--- src/rtl/star_scanner_if.sv ---
// Bus between the star scanner and its neighbours: frame-memory read port
// plus the found-coordinate handshake toward the master FSM.
//
// Memory read: the scanner raises mem_rd with the address on mem_x/mem_y;
// the memory returns mem_col exactly one cycle later.
// Found handshake: found_valid/found_x/found_y are held stable by the
// scanner until the consumer raises found_ack at a clock edge. The transfer
// completes on that edge. found_ack outside a pending report has no effect.
//
// master : the scanner (drives addresses and found_*).
// slave  : frame memory + consumer (drives mem_col and found_ack).
interface star_scanner_if #(
  parameter int XSZ   = 8,
  parameter int YSZ   = 7,
  parameter int COLSZ = 3
);
  logic             mem_rd;
  logic [XSZ-1:0]   mem_x;
  logic [YSZ-1:0]   mem_y;
  logic [COLSZ-1:0] mem_col;
  logic             found_valid;
  logic [XSZ-1:0]   found_x;
  logic [YSZ-1:0]   found_y;
  logic             found_ack;

  modport master (
    output mem_rd, mem_x, mem_y, found_valid, found_x, found_y,
    input  mem_col, found_ack
  );

  modport slave (
    input  mem_rd, mem_x, mem_y, found_valid, found_x, found_y,
    output mem_col, found_ack
  );
endinterface

--- src/rtl/star_scanner.sv ---
// star_scanner: raster-scans the XMAX x YMAX frame memory one pixel per
// cycle and reports every pixel whose colour equals STAR_COL through the
// found_valid/found_ack handshake, then resumes from the following pixel.
//
// Ports:
//   clk, resetn   single clock, asynchronous active-low reset
//   start         level; starts a scan when sampled high in IDLE
//   bus           star_scanner_if.master (memory read port + found handshake)
//   busy          high in SCAN and HIT
//   done          high in DONE (whole frame scanned)
//   box_load, box_xl/xr/yt/yb  exclusion box (only with STAR_SCAN_SKIP_BOX_EN)
//   scan_state    current FSM state, for debug / checkers
//
// Build option: define STAR_SCAN_SKIP_BOX_EN to suppress reports from
// pixels inside a loaded exclusion box. Without it the box ports are unused.
module star_scanner #(
  parameter int               XSZ      = 8,
  parameter int               YSZ      = 7,
  parameter int               COLSZ    = 3,
  parameter int               XMAX     = 160,
  parameter int               YMAX     = 120,
  parameter logic [COLSZ-1:0] STAR_COL = {COLSZ{1'b1}}
) (
  input  logic               clk,
  input  logic               resetn,
  input  logic               start,
  star_scanner_if.master     bus,
  output logic               busy,
  output logic               done,
  input  logic               box_load,
  input  logic [XSZ-1:0]     box_xl,
  input  logic [XSZ-1:0]     box_xr,
  input  logic [YSZ-1:0]     box_yt,
  input  logic [YSZ-1:0]     box_yb,
  output logic [1:0]         scan_state
);

  localparam logic [1:0] S_IDLE = 2'd0;
  localparam logic [1:0] S_SCAN = 2'd1;
  localparam logic [1:0] S_HIT  = 2'd2;
  localparam logic [1:0] S_DONE = 2'd3;

  localparam logic [XSZ-1:0] X_LAST = XSZ'(XMAX - 1);
  localparam logic [YSZ-1:0] Y_LAST = YSZ'(YMAX - 1);

  logic [1:0]     state;
  logic [XSZ-1:0] ptr_x, ptr_nx_x, p_x, p_nx_x;
  logic [YSZ-1:0] ptr_y, ptr_nx_y, p_y, p_nx_y;
  logic           ptr_last, p_last, found_last;
  logic           scan_end;   // read of the last pixel has been issued
  logic           p_v;        // p_x/p_y hold the address whose data is on mem_col
  logic           hit;

  // Next pixel in raster order, modulo the frame (not modulo 2^XSZ).
  always_comb begin
    ptr_nx_x = ptr_x + 1'b1;
    ptr_nx_y = ptr_y;
    if (ptr_x == X_LAST) begin
      ptr_nx_x = '0;
      ptr_nx_y = (ptr_y == Y_LAST) ? '0 : ptr_y + 1'b1;
    end
    p_nx_x = p_x + 1'b1;
    p_nx_y = p_y;
    if (p_x == X_LAST) begin
      p_nx_x = '0;
      p_nx_y = (p_y == Y_LAST) ? '0 : p_y + 1'b1;
    end
  end

  assign ptr_last   = (ptr_x == X_LAST) && (ptr_y == Y_LAST);
  assign p_last     = (p_x == X_LAST) && (p_y == Y_LAST);
  assign found_last = (bus.found_x == X_LAST) && (bus.found_y == Y_LAST);

`ifdef STAR_SCAN_SKIP_BOX_EN
  logic           box_v;
  logic [XSZ-1:0] bx_l, bx_r;
  logic [YSZ-1:0] by_t, by_b;
  logic           in_box;

  always_ff @(posedge clk or negedge resetn) begin
    if (!resetn) begin
      box_v <= 1'b0;
      bx_l  <= '0;
      bx_r  <= '0;
      by_t  <= '0;
      by_b  <= '0;
    end else if (box_load) begin
      box_v <= 1'b1;
      bx_l  <= box_xl;
      bx_r  <= box_xr;
      by_t  <= box_yt;
      by_b  <= box_yb;
    end
  end

  assign in_box = box_v && (p_x >= bx_l) && (p_x <= bx_r) &&
                  (p_y >= by_t) && (p_y <= by_b);
  assign hit    = p_v && (bus.mem_col == STAR_COL) && !in_box;
`else
  logic unused_box;
  assign unused_box = ^{box_load, box_xl, box_xr, box_yt, box_yb};
  assign hit        = p_v && (bus.mem_col == STAR_COL);
`endif

  always_ff @(posedge clk or negedge resetn) begin
    if (!resetn) begin
      state           <= S_IDLE;
      ptr_x           <= '0;
      ptr_y           <= '0;
      scan_end        <= 1'b0;
      p_x             <= '0;
      p_y             <= '0;
      p_v             <= 1'b0;
      bus.mem_rd      <= 1'b0;
      bus.mem_x       <= '0;
      bus.mem_y       <= '0;
      bus.found_valid <= 1'b0;
      bus.found_x     <= '0;
      bus.found_y     <= '0;
    end else begin
      case (state)
        S_IDLE: begin
          bus.mem_rd      <= 1'b0;
          bus.found_valid <= 1'b0;
          p_v             <= 1'b0;
          if (start) begin
            state    <= S_SCAN;
            ptr_x    <= '0;
            ptr_y    <= '0;
            scan_end <= 1'b0;
          end
        end
        S_SCAN: begin
          bus.found_valid <= 1'b0;
          if (hit) begin
            // The read issued after the hit is dropped (p_v cleared) and the
            // pointer rewinds so that pixel is read again on resume.
            state           <= S_HIT;
            bus.found_valid <= 1'b1;
            bus.found_x     <= p_x;
            bus.found_y     <= p_y;
            bus.mem_rd      <= 1'b0;
            p_v             <= 1'b0;
            ptr_x           <= p_nx_x;
            ptr_y           <= p_nx_y;
            scan_end        <= 1'b0;
          end else if (p_v && p_last) begin
            state      <= S_DONE;
            bus.mem_rd <= 1'b0;
            p_v        <= 1'b0;
          end else begin
            p_x <= bus.mem_x;
            p_y <= bus.mem_y;
            p_v <= bus.mem_rd;
            if (!scan_end) begin
              bus.mem_rd <= 1'b1;
              bus.mem_x  <= ptr_x;
              bus.mem_y  <= ptr_y;
              ptr_x      <= ptr_nx_x;
              ptr_y      <= ptr_nx_y;
              scan_end   <= ptr_last;
            end else begin
              bus.mem_rd <= 1'b0;
            end
          end
        end
        S_HIT: begin
          bus.mem_rd <= 1'b0;
          p_v        <= 1'b0;
          if (bus.found_ack) begin
            state <= found_last ? S_DONE : S_SCAN;
          end
        end
        default: begin  // S_DONE
          bus.mem_rd      <= 1'b0;
          bus.found_valid <= 1'b0;
          p_v             <= 1'b0;
          if (!start) begin
            state <= S_IDLE;
          end
        end
      endcase
    end
  end

  assign busy       = (state == S_SCAN) || (state == S_HIT);
  assign done       = (state == S_DONE);
  assign scan_state = state;

endmodule

--- src/flat_wrapper.sv ---
// flat-port wrapper written by rule: the top's interface ports become plain ports
module star_scanner_flat 
#(
  parameter int               XSZ      = 8,
  parameter int               YSZ      = 7,
  parameter int               COLSZ    = 3,
  parameter int               XMAX     = 160,
  parameter int               YMAX     = 120,
  parameter logic [COLSZ-1:0] STAR_COL = {COLSZ{1'b1}}
)
  (clk, resetn, start, busy, done, box_load, box_xl, box_xr, box_yt, box_yb, scan_state, bus_mem_rd, bus_mem_x, bus_mem_y, bus_found_valid, bus_found_x, bus_found_y, bus_mem_col, bus_found_ack);
  star_scanner_if #(.XSZ(XSZ), .YSZ(YSZ), .COLSZ(COLSZ)) bus_i ();
  input  logic clk;
  input  logic resetn;
  input  logic start;
  output logic busy;
  output logic done;
  input  logic box_load;
  input  logic [XSZ-1:0] box_xl;
  input  logic [XSZ-1:0] box_xr;
  input  logic [YSZ-1:0] box_yt;
  input  logic [YSZ-1:0] box_yb;
  output logic [1:0] scan_state;
  output wire logic [$bits(bus_i.mem_rd)-1:0] bus_mem_rd;
  output wire logic [$bits(bus_i.mem_x)-1:0] bus_mem_x;
  output wire logic [$bits(bus_i.mem_y)-1:0] bus_mem_y;
  output wire logic [$bits(bus_i.found_valid)-1:0] bus_found_valid;
  output wire logic [$bits(bus_i.found_x)-1:0] bus_found_x;
  output wire logic [$bits(bus_i.found_y)-1:0] bus_found_y;
  input wire logic [$bits(bus_i.mem_col)-1:0] bus_mem_col;
  input wire logic [$bits(bus_i.found_ack)-1:0] bus_found_ack;
  assign bus_mem_rd = bus_i.mem_rd;
  assign bus_mem_x = bus_i.mem_x;
  assign bus_mem_y = bus_i.mem_y;
  assign bus_found_valid = bus_i.found_valid;
  assign bus_found_x = bus_i.found_x;
  assign bus_found_y = bus_i.found_y;
  assign bus_i.mem_col = bus_mem_col;
  assign bus_i.found_ack = bus_found_ack;
  star_scanner #(.XSZ(XSZ), .YSZ(YSZ), .COLSZ(COLSZ), .XMAX(XMAX), .YMAX(YMAX), .STAR_COL(STAR_COL)) u_core (.clk(clk), .resetn(resetn), .start(start), .bus(bus_i), .busy(busy), .done(done), .box_load(box_load), .box_xl(box_xl), .box_xr(box_xr), .box_yt(box_yt), .box_yb(box_yb), .scan_state(scan_state));
endmodule
--- config.mk ---
export PLATFORM = sky130hd
export DESIGN_NAME = star_scanner_flat
export DESIGN_NICKNAME = d
export VERILOG_FILES = /design/src/rtl/star_scanner_if.sv /design/src/rtl/star_scanner.sv /design/src/flat_wrapper.sv
export SDC_FILE = /design/constraint.sdc
export NUM_CORES = 1
export LEC_CHECK = 0
export BUFFER_PORTS_ARGS = -buffer_cell sky130_fd_sc_hd__buf_2
export CORE_ASPECT_RATIO = 0.9
export CORE_MARGIN = 2
export CORE_UTILIZATION = 54
export DETAILED_ROUTE_END_ITERATION = 10
export PLACE_DENSITY = 0.79
export RECOVER_POWER = 50
export SLEW_MARGIN = 40
export SYNTH_ARGS = -nofsm -noshare
export SYNTH_HDL_FRONTEND = slang
export SYNTH_SLANG_ARGS = --single-unit
--- constraint.sdc ---
create_clock -name clk -period 2.85 [get_ports clk]
set_clock_uncertainty 0.1 [all_clocks]
set_input_delay 0.1425 -clock clk [delete_from_list [all_inputs] [get_ports clk]]
set_output_delay 0.1425 -clock clk [all_outputs]
set_load 0.005 [all_outputs]
Word-level counts from Yosys, hierarchy flattened. Cells that the tools add are included.

$add $sub $neg: 4. Reductions and logical operators: 15. Bitwise gates (word level): 3. Equality and inequality tests: 17. Mux-type cells: 37.

Operators with widths (number): two-way mux 7 bit (8); two-way mux 8 bit (6); == test 8 bit (second input constant) (3); == test 7 bit (second input constant) (3); adder 8 x 1 -> 8 bit (second input constant) (2); one-hot mux 8 bit (2 select lines) (1); adder 7 x 1 -> 7 bit (second input constant) (2); one-hot mux 7 bit (2 select lines) (1); two-way mux 1 bit (12); two-way mux 2 bit (6); AND reduction 4 bit (3); != test 3 x 1 -> 1 bit (second input constant) (2); one-hot mux 2 bit (3 select lines) (1); AND reduction 3 bit (2); logical AND 1 bit (5); AND reduction 5 bit (1); == test 2 bit (second input constant) (2); != test 2 bit (second input constant) (2); != test 4 x 1 -> 1 bit (second input constant) (1); one-hot mux 1 bit (2 select lines) (2); == test 3 bit (second input constant) (1); != test 3 x 2 -> 1 bit (second input constant) (1); != test 3 bit (second input constant) (1); inverter 1 bit (3); other kinds (5) (5).

Register bits after elaboration: 66. Output and inout bits: 36. Input bits: 38.

Logic depth before layout (Yosys ltp). Gate-level depths: netlist (run 1).

Depth after elaboration: 7. Gate-level depth with buffers: 9. Gate-level depth less buffers: 7.

Worst setup path after synthesis (run 1). Ideal clock, no wire load.

Kind: reg2reg. Start: register u_core.state[1] (netlist: u_core.scan_state[1]). End: register u_core.bus.mem_x[4]. Arrival time: 2.212 ns. Slack: 0.414 ns. Stages on the path, launching flop included: 9. Cell sequence: dfrtp_1 inv_1 ha_1 clkbuf_1 nand2_1 clkbuf_1 nor3b_2 buf_2 mux2_2.

Longest elaborated chain between the ends: 2.

RTL lines: from (decl) (line star_scanner.sv:46) `logic [1:0] state;`; from (signal assigned) (line star_scanner.sv:171) `state <= found_last ? S_DONE : S_SCAN;`; == test 2 x 1 -> 1 bit (line star_scanner.sv:121) `case (state)`; AND reduction 4 bit (no source line); to (signal assigned) (line star_scanner.sv:157) `bus.mem_x <= ptr_x;`; to (decl) (line star_scanner_if.sv:27) `output mem_rd, mem_x, mem_y, found_valid, found_x, found_y,`.

Every way passes these cells. A chain may end at the register's enable or synchronous reset.

Worst setup path after layout (run 1).
Start: register u_core.p_x[0]. End: register u_core.state[1] (netlist: u_core.scan_state[1]).

Longest elaborated chain between the ends: 5.

RTL lines: from (decl) (line star_scanner.sv:47) `logic [XSZ-1:0] ptr_x, ptr_nx_x, p_x, p_nx_x;`; from (signal assigned) (line star_scanner.sv:152) `p_x <= bus.mem_x;`; == test 8 bit (line star_scanner.sv:71) `assign p_last = (p_x == X_LAST) && (p_y == Y_LAST);`; logical AND 1 bit (line star_scanner.sv:71); logical AND 1 bit (line star_scanner.sv:147) `end else if (p_v && p_last) begin`; != test 3 x 1 -> 1 bit (no source line); AND reduction 4 bit (no source line).

Every way passes these cells.

==> impl_metrics.csv, run 1 <==
group,metric,value,unit
cells_and_area,final_cell_area,0.003930,sq mm
detailed_routing,drt_iter0_drc,352,
timing,max_freq,400.5,MHz
power_and_ir_drop,finalPower,3277,uW
min_path,hold_end,"u_core.scan_state[0]$_DFFE_PN0P_",
logic_synthesis,synth_area_leaders,"dfrtp_1 49%, mux2_2 9.4%, nand2_1 6.7%",
floorplanning,die_area,0.006857,sq mm
detailed_routing,vias,2805,
logic_synthesis,yosysUniqueCellTypes,52,
logic_synthesis,ys.flop_type,"dfrtp_1",
logic_synthesis,synth_top_cell_by_area,"dfrtp_1",
grt,grt_pass1_wl,12970,um
cells_and_area,nFillCells,489,
flow_run,cap_violations,0,
clock_tree,clock_sinks,66,
grt,antenna_found_initial,0,
logic_synthesis,ys_top_cells_by_count,"66 x dfrtp_1, 60 x nand2_1, 28 x mux2_2",
timing,timing.final.crit_share,87.61,%
grt,track_usage,24.97,%
critical_path,r2r_slack,350,ps
min_path,whs_path_depth,3,
power_and_ir_drop,powerDensity,833.9,mW/mm^2
cells_and_area,antenna_cells,0,
critical_path,end_kind,"flip-flop",
timing,relSlewSlack,29.96,%
cells_and_area,nets,428,
clock_tree,postCtsSetupBuffers,0,
clock_tree,cts_root_buffer,"clkbuf_8",
power_and_ir_drop,p_leak,0.001924,uW
placement,dp_cells,442,
detailed_routing,postRouteAntennaNets,0,
detailed_routing,m1WireLength,3711,um
floorplanning,rows,27,
detailed_routing,viasPerCell,6.111,
cells_and_area,final_cells,459,
placement,portBuffers,42,
detailed_routing,top_layer,"met4",
logic_synthesis,syn_inst,326,
logic_synthesis,ys_warn_count,0,
cells_and_area,final_layout_size_suffix_gt1_share,25.32,%
clock_tree,post_cts_resized,0,
cells_and_area,multi_input_area,0.001595,sq mm
detailed_routing,drc,0,
timing,period_needed,2497,ps
detailed_routing,met3_wirelength,606,um
timing,setup_viol_count_final,0,
critical_path,path_max_fanout,9,
min_path,hold_start,"start",
cells_and_area,final_core_util,64.99,%
cells_and_area,syn2layout_area_growth,17.20,%
detailed_routing,wl_met2,3483,um
placement,place_hpwl,5673,um
clock_tree,worstSkewPairLatency,360,ps
logic_synthesis,synth-seq-area-share,49.25,%
critical_path,path_class,"reg2reg",
floorplanning,coreArea,0.006047,sq mm
logic_synthesis,syn_avg_cell_area,10.29,sq um
clock_tree,cts_max_path_buffers,2,
critical_path,startpoint_type,"flip-flop",
critical_path,r2r_end,"u_core.scan_state[1]$_DFFE_PN0P_",
clock_tree,cts_buffers,9,
critical_path,worstPathRequired,3000,ps
logic_synthesis,netlist_area,0.003353,sq mm
timing,grt_setup_unrepaired,"no",
logic_synthesis,synth_seq_cells,66,
grt,grt_pass1_vias,2604,
grt,grt_start_max_net_pins,48,
clock_tree,cts_tree,"built",
min_path,hold_class,"in2reg",
floorplanning,initial_core_util,55.45,%
placement,dpl_cell_area,0.003709,sq mm
grt,grt.overflow.total,0,
logic_synthesis,async_reset_ff_share,100.0,%
logic_synthesis,syn-num-nets,372,
detailed_routing,routed_wl,7978,um
logic_synthesis,synth_top_cell_area_share,49.25,%
timing,finalMaxSlewViolations,0,
timing,hold_viol,0,
power_and_ir_drop,ir_drop,435.4,uV
clock_tree,htreeDepth,3,
floorplanning,fp.dieH,78.76,um
critical_path,crit_arrival,2640,ps
timing,worst_slew_pin_slew,1051,ps
detailed_routing,first_pass_iters,6,
run_status,status,"completed",
clock_tree,holdBufCountCts,1,
detailed_routing,wire_per_inst,17.38,um
logic_synthesis,synth-edff-count,0,
floorplanning,die_w,87.07,um
cells_and_area,regArea,0.001652,sq mm
placement,gp_congestion,0.9672,
timing,setup-tns-final,0,ps
logic_synthesis,yosysMostFrequentCell,"dfrtp_1",
floorplanning,io-pin-count,74,
clock_tree,clkTransAtPathRegs,80,ps
critical_path,worstRegToRegCells,6,
critical_path,reg2reg_from,"u_core.p_x[0]$_DFFE_PN0P_",
==> placed cells by master, fill, tap and decap left out, drive strengths merged, types with 5 or more instances in the layout <==
cell / synthesis / final
nor2: 11 / 11
buf: 6 / 46
nand3: 16 / 16
clkbuf: 8 / 22
a21oi: 6 / 6
o22ai: 5 / 5
inv: 11 / 11
and3: 5 / 5
mux2: 30 / 30
o21ai: 24 / 24
dfrtp: 66 / 66
ha: 8 / 8
nand2: 60 / 60
nand4: 6 / 6
xor2: 6 / 6
==> logic make-up (layout without fill, tap and decap cells) <==
| group | count (synthesis) | after routing | synth area share (%) |
|---|---|---|---|
| simple gates | 126 | 126 | 19.59 |
| flops | 66 | 66 | 49.25 |
| compound gates | 59 | 59 | 11.49 |
| mux | 32 | 32 | 10.90 |
| buf+inv | 25 | 86 | 3.172 |
| xor+xnor | 10 | 10 | 2.612 |
| fa+ha+maj | 8 | 8 | 2.985 |
==> worst max-delay path by stage <==
| stage | start | to |
|---|---|---|
| 2_1_floorplan | u_core.scan_state[1]$_DFFE_PN0P_ | u_core.bus.mem_x[4]$_DFFE_PN0P_ |
| 3_3_place_gp | u_core.p_x[0]$_DFFE_PN0P_ | u_core.scan_state[0]$_DFFE_PN0P_ |
| 3_5_place_dp | u_core.p_x[0]$_DFFE_PN0P_ | u_core.scan_state[1]$_DFFE_PN0P_ |
| 4_1_cts | u_core.p_x[1]$_DFFE_PN0P_ | u_core.scan_state[1]$_DFFE_PN0P_ |
| 5_1_grt | u_core.p_x[0]$_DFFE_PN0P_ | u_core.scan_state[1]$_DFFE_PN0P_ |
| 6_report | u_core.p_x[0]$_DFFE_PN0P_ | u_core.scan_state[1]$_DFFE_PN0P_ |
==> metrics by stage <==
stage                     hold WS, ps  worst slack (ps)
after floorplan                -253.1             413.7
after global placement         -1.131             445.7
after detailed placement        8.947             393.5
after CTS                       151.8             376.0
after global routing            164.7             272.8
final                           168.5             353.2
==> cell type report <==
cell class,count,share of cell area (%)
inverter,11,1.051
multi-input combinational,235,40.59
clock buffer,10,3.502
timing repair buffer,59,8.246
clock inverter,6,2.292
tap,72,2.292
sequential,66,42.02
==> critical path, cell delays in order (launching register included) <==
cell and delay (ps):
dfrtp_1 470, ha_1 270, nand4_2 190, or4_4 560
nor2b_4 200, a211o_1 290, mux2_4 310
==> registers in the layout (all words and copies together) (netlist names) <==
| name | flops |
|---|---|
| u_core.scan_end | 1 |
| u_core.bus.mem_x | 8 |
| u_core.ptr_x | 8 |
| u_core.scan_state | 2 |
| u_core.bus.found_valid | 1 |
| u_core.p_x | 8 |
| u_core.p_y | 7 |
| u_core.ptr_y | 7 |
| u_core.p_v | 1 |
| u_core.bus.found_y | 7 |
| u_core.bus.found_x | 8 |
| u_core.bus.mem_rd | 1 |
| u_core.bus.mem_y | 7 |
==> where the power goes <==
group / internal, uW / total [uW] / switching, uW
clock: 517 / 888 / 371
combinational: 525 / 1160 / 634
sequential: 1070 / 1230 / 163
==> routing by layer <==
metal,GRT usage (%),vias to the layer above
met1,36.92,1364
met2,34.43,134
met4,12.03,0
met3,5.821,21
li1,-,1286
met5,0,-
No activity file was read; power rests on OpenSTA's default activity.
==> run 2: changes to the inputs <==
--- a/config.mk
+++ b/config.mk
@@ -6,7 +6,6 @@
 export NUM_CORES = 1
 export LEC_CHECK = 0
 export BUFFER_PORTS_ARGS = -buffer_cell sky130_fd_sc_hd__buf_2
-export CORE_ASPECT_RATIO = 0.9
 export CORE_MARGIN = 2
 export CORE_UTILIZATION = 54
 export DETAILED_ROUTE_END_ITERATION = 10
==> run 2 against run 1 <==
Core utilization decreased by 0.24 points; hold slack improved by 39 ps; maximum frequency decreased by 2.6%; register-to-register slack got worse by 70 ps; non-clock buffer count decreased by 1; cell area decreased by 1.9%; final cell count decreased by 0.22%; largest cell class unchanged; clock power decreased by 24%; total power decreased by 8.4%; critical path depth unchanged; routed wire length decreased by 2.3%; sequential power about the same.
==> impl_metrics.csv, run 2 (synthesis results as in run 1) <==
group,metric,value,unit
timing,worst_slew_pin_slew,1276,ps
clock_tree,cts_root_buffer,"clkbuf_8",
timing,setup-tns-final,0,ps
placement,gp_congestion,0.9362,
detailed_routing,met3_wirelength,478,um
critical_path,worstPathRequired,2980,ps
clock_tree,htreeDepth,3,
placement,place_ws,343.2,ps
critical_path,cpLargestDelayFamily,"simple AND/OR/NAND/NOR gates",
min_path,hold_class,"in2reg",
clock_tree,cts_tree,"built",
critical_path,crit_buf_inv,0,
floorplanning,fp.dieH,82.80,um
clock_tree,cts_max_path_buffers,2,
clock_tree,post_cts_resized,0,
timing,finalMaxSlewViolations,0,
grt,grt.overflow.total,0,
critical_path,path_max_fanout,7,
flow_run,cap_violations,0,
floorplanning,coreArea,0.005956,sq mm
detailed_routing,vias,2717,
power_and_ir_drop,p_leak,0.001901,uW
grt,grt_start_max_net_pins,24,
timing,grt_setup_unrepaired,"no",
cells_and_area,syn2layout_area_growth,15.00,%
clock_tree,clock_sinks,66,
cells_and_area,nFillCells,499,
run_status,status,"completed",
cells_and_area,final_cell_area,0.003856,sq mm
cells_and_area,antenna_cells,0,
detailed_routing,wire_per_inst,17.01,um
timing,period_needed,2563,ps
critical_path,cp_slowest_cell,"or4_4",
timing,relSlewSlack,14.96,%
floorplanning,die_area,0.006856,sq mm
grt,grt_pass1_vias,2611,
timing,max_freq,390.1,MHz
power_and_ir_drop,ir_drop,467.4,uV
detailed_routing,drc,0,
detailed_routing,drt_iter0_drc,233,
timing,whs,207.0,ps
timing,hold_viol,0,
grt,grt_pass1_wl,13260,um
placement,place_hpwl,5676,um
detailed_routing,wl_met2,3454,um
clock_tree,clkTransAtPathRegs,60,ps
detailed_routing,top_layer,"met4",
floorplanning,initial_core_util,56.30,%
grt,track_usage,23.88,%
cells_and_area,layout_common_cells,"66 x dfrtp_1, 60 x nand2_1, 32 x buf_2, 28 x mux2_2, 24 x o21ai_0",
critical_path,path_cells,"ha_1 -> nand4_2 -> or4_4 -> nor2b_4 -> a211o_1 -> mux2_4",
cells_and_area,final_layout_size_suffix_gt1_share,24.80,%
placement,dpl_cell_area,0.003705,sq mm
critical_path,max_stage_delay,570,ps
timing,setup_slack,286.8,ps
floorplanning,die_w,82.80,um
clock_tree,worstSkewPairLatency,340,ps
critical_path,path_class,"reg2reg",
grt,antenna_found_initial,0,
critical_path,startpoint_type,"flip-flop",
timing,setup_viol_count_final,0,
cells_and_area,layout_commonest_cell,"dfrtp_1",
detailed_routing,first_pass_iters,4,
power_and_ir_drop,powerDensity,778.4,mW/mm^2
detailed_routing,postRouteAntennaNets,0,
placement,portBuffers,42,
critical_path,end_kind,"flip-flop",
critical_path,crit_arrival,2690,ps
detailed_routing,m1WireLength,3767,um
clock_tree,cts_buffers,9,
cells_and_area,final_core_util,64.75,%
floorplanning,io-pin-count,74,
floorplanning,rows,28,
cells_and_area,nets,427,
timing,timing.final.crit_share,89.94,%
detailed_routing,viasPerCell,5.932,
detailed_routing,routed_wl,7792,um
## run 2: where the power goes
part	internal (uW)	switching (uW)	leakage, uW
sequential	1070	172	0.000907
clock	350	325	0.0000815
combinational	500	586	0.000912
total	1920	1080	0.00190
## run 2: tightest hold or removal path: stages
cell     delay, ps
buf_2          100
a211o_1        190
mux2_4         170
## run 2: cell type report
class,instances,area (sq um),share of cell area (%)
Timing Repair Buffer,58,315.3,8.176
Multi-Input combinational cell,235,1595,41.37
Tap cell,75,93.84,2.433
Clock buffer,13,158.9,4.121
Inverter,11,41.29,1.071
Sequential cell,66,1652,42.83
## run 2: worst paths after layout
check	slack [ps]	endpoint	startpoint	depth (start not counted)
max in group asynchronous	940	u_core.ptr_y[3]$_DFFE_PN0P_	resetn	3
min reg2reg	380	u_core.p_v$_DFF_PN0_	u_core.bus.mem_rd$_DFF_PN0_	1
max reg2reg	290	u_core.scan_state[0]$_DFFE_PN0P_	u_core.p_x[0]$_DFFE_PN0P_	6
max	290	u_core.scan_state[0]$_DFFE_PN0P_	u_core.p_x[0]$_DFFE_PN0P_	6
min in group asynchronous	500	u_core.bus.found_x[7]$_DFFE_PN0P_	resetn	2
min	210	u_core.scan_state[1]$_DFFE_PN0P_	start	3
## run 2: metal layers
metal	GRT usage (%)	vias up
met5	0	-
met2	35.26	101
met4	6.855	0
met3	4.771	8
li1	-	1289
met1	35.90	1319
## run 2: repair_timing
action                                  4_1_cts  5_1_grt
endpoints found under the setup margin        0        0
buffers inserted                              0        0
endpoints found under the hold margin        21        0
hold buffers                                  1        0
## run 2: stage by stage
stage / std cells / total power, uW
after floorplan: 326 / 1952
final: 458 / 3002
after global routing: 458 / 3188
after detailed placement: 444 / 2340
after CTS: 458 / 3018
after global placement: 444 / 2298
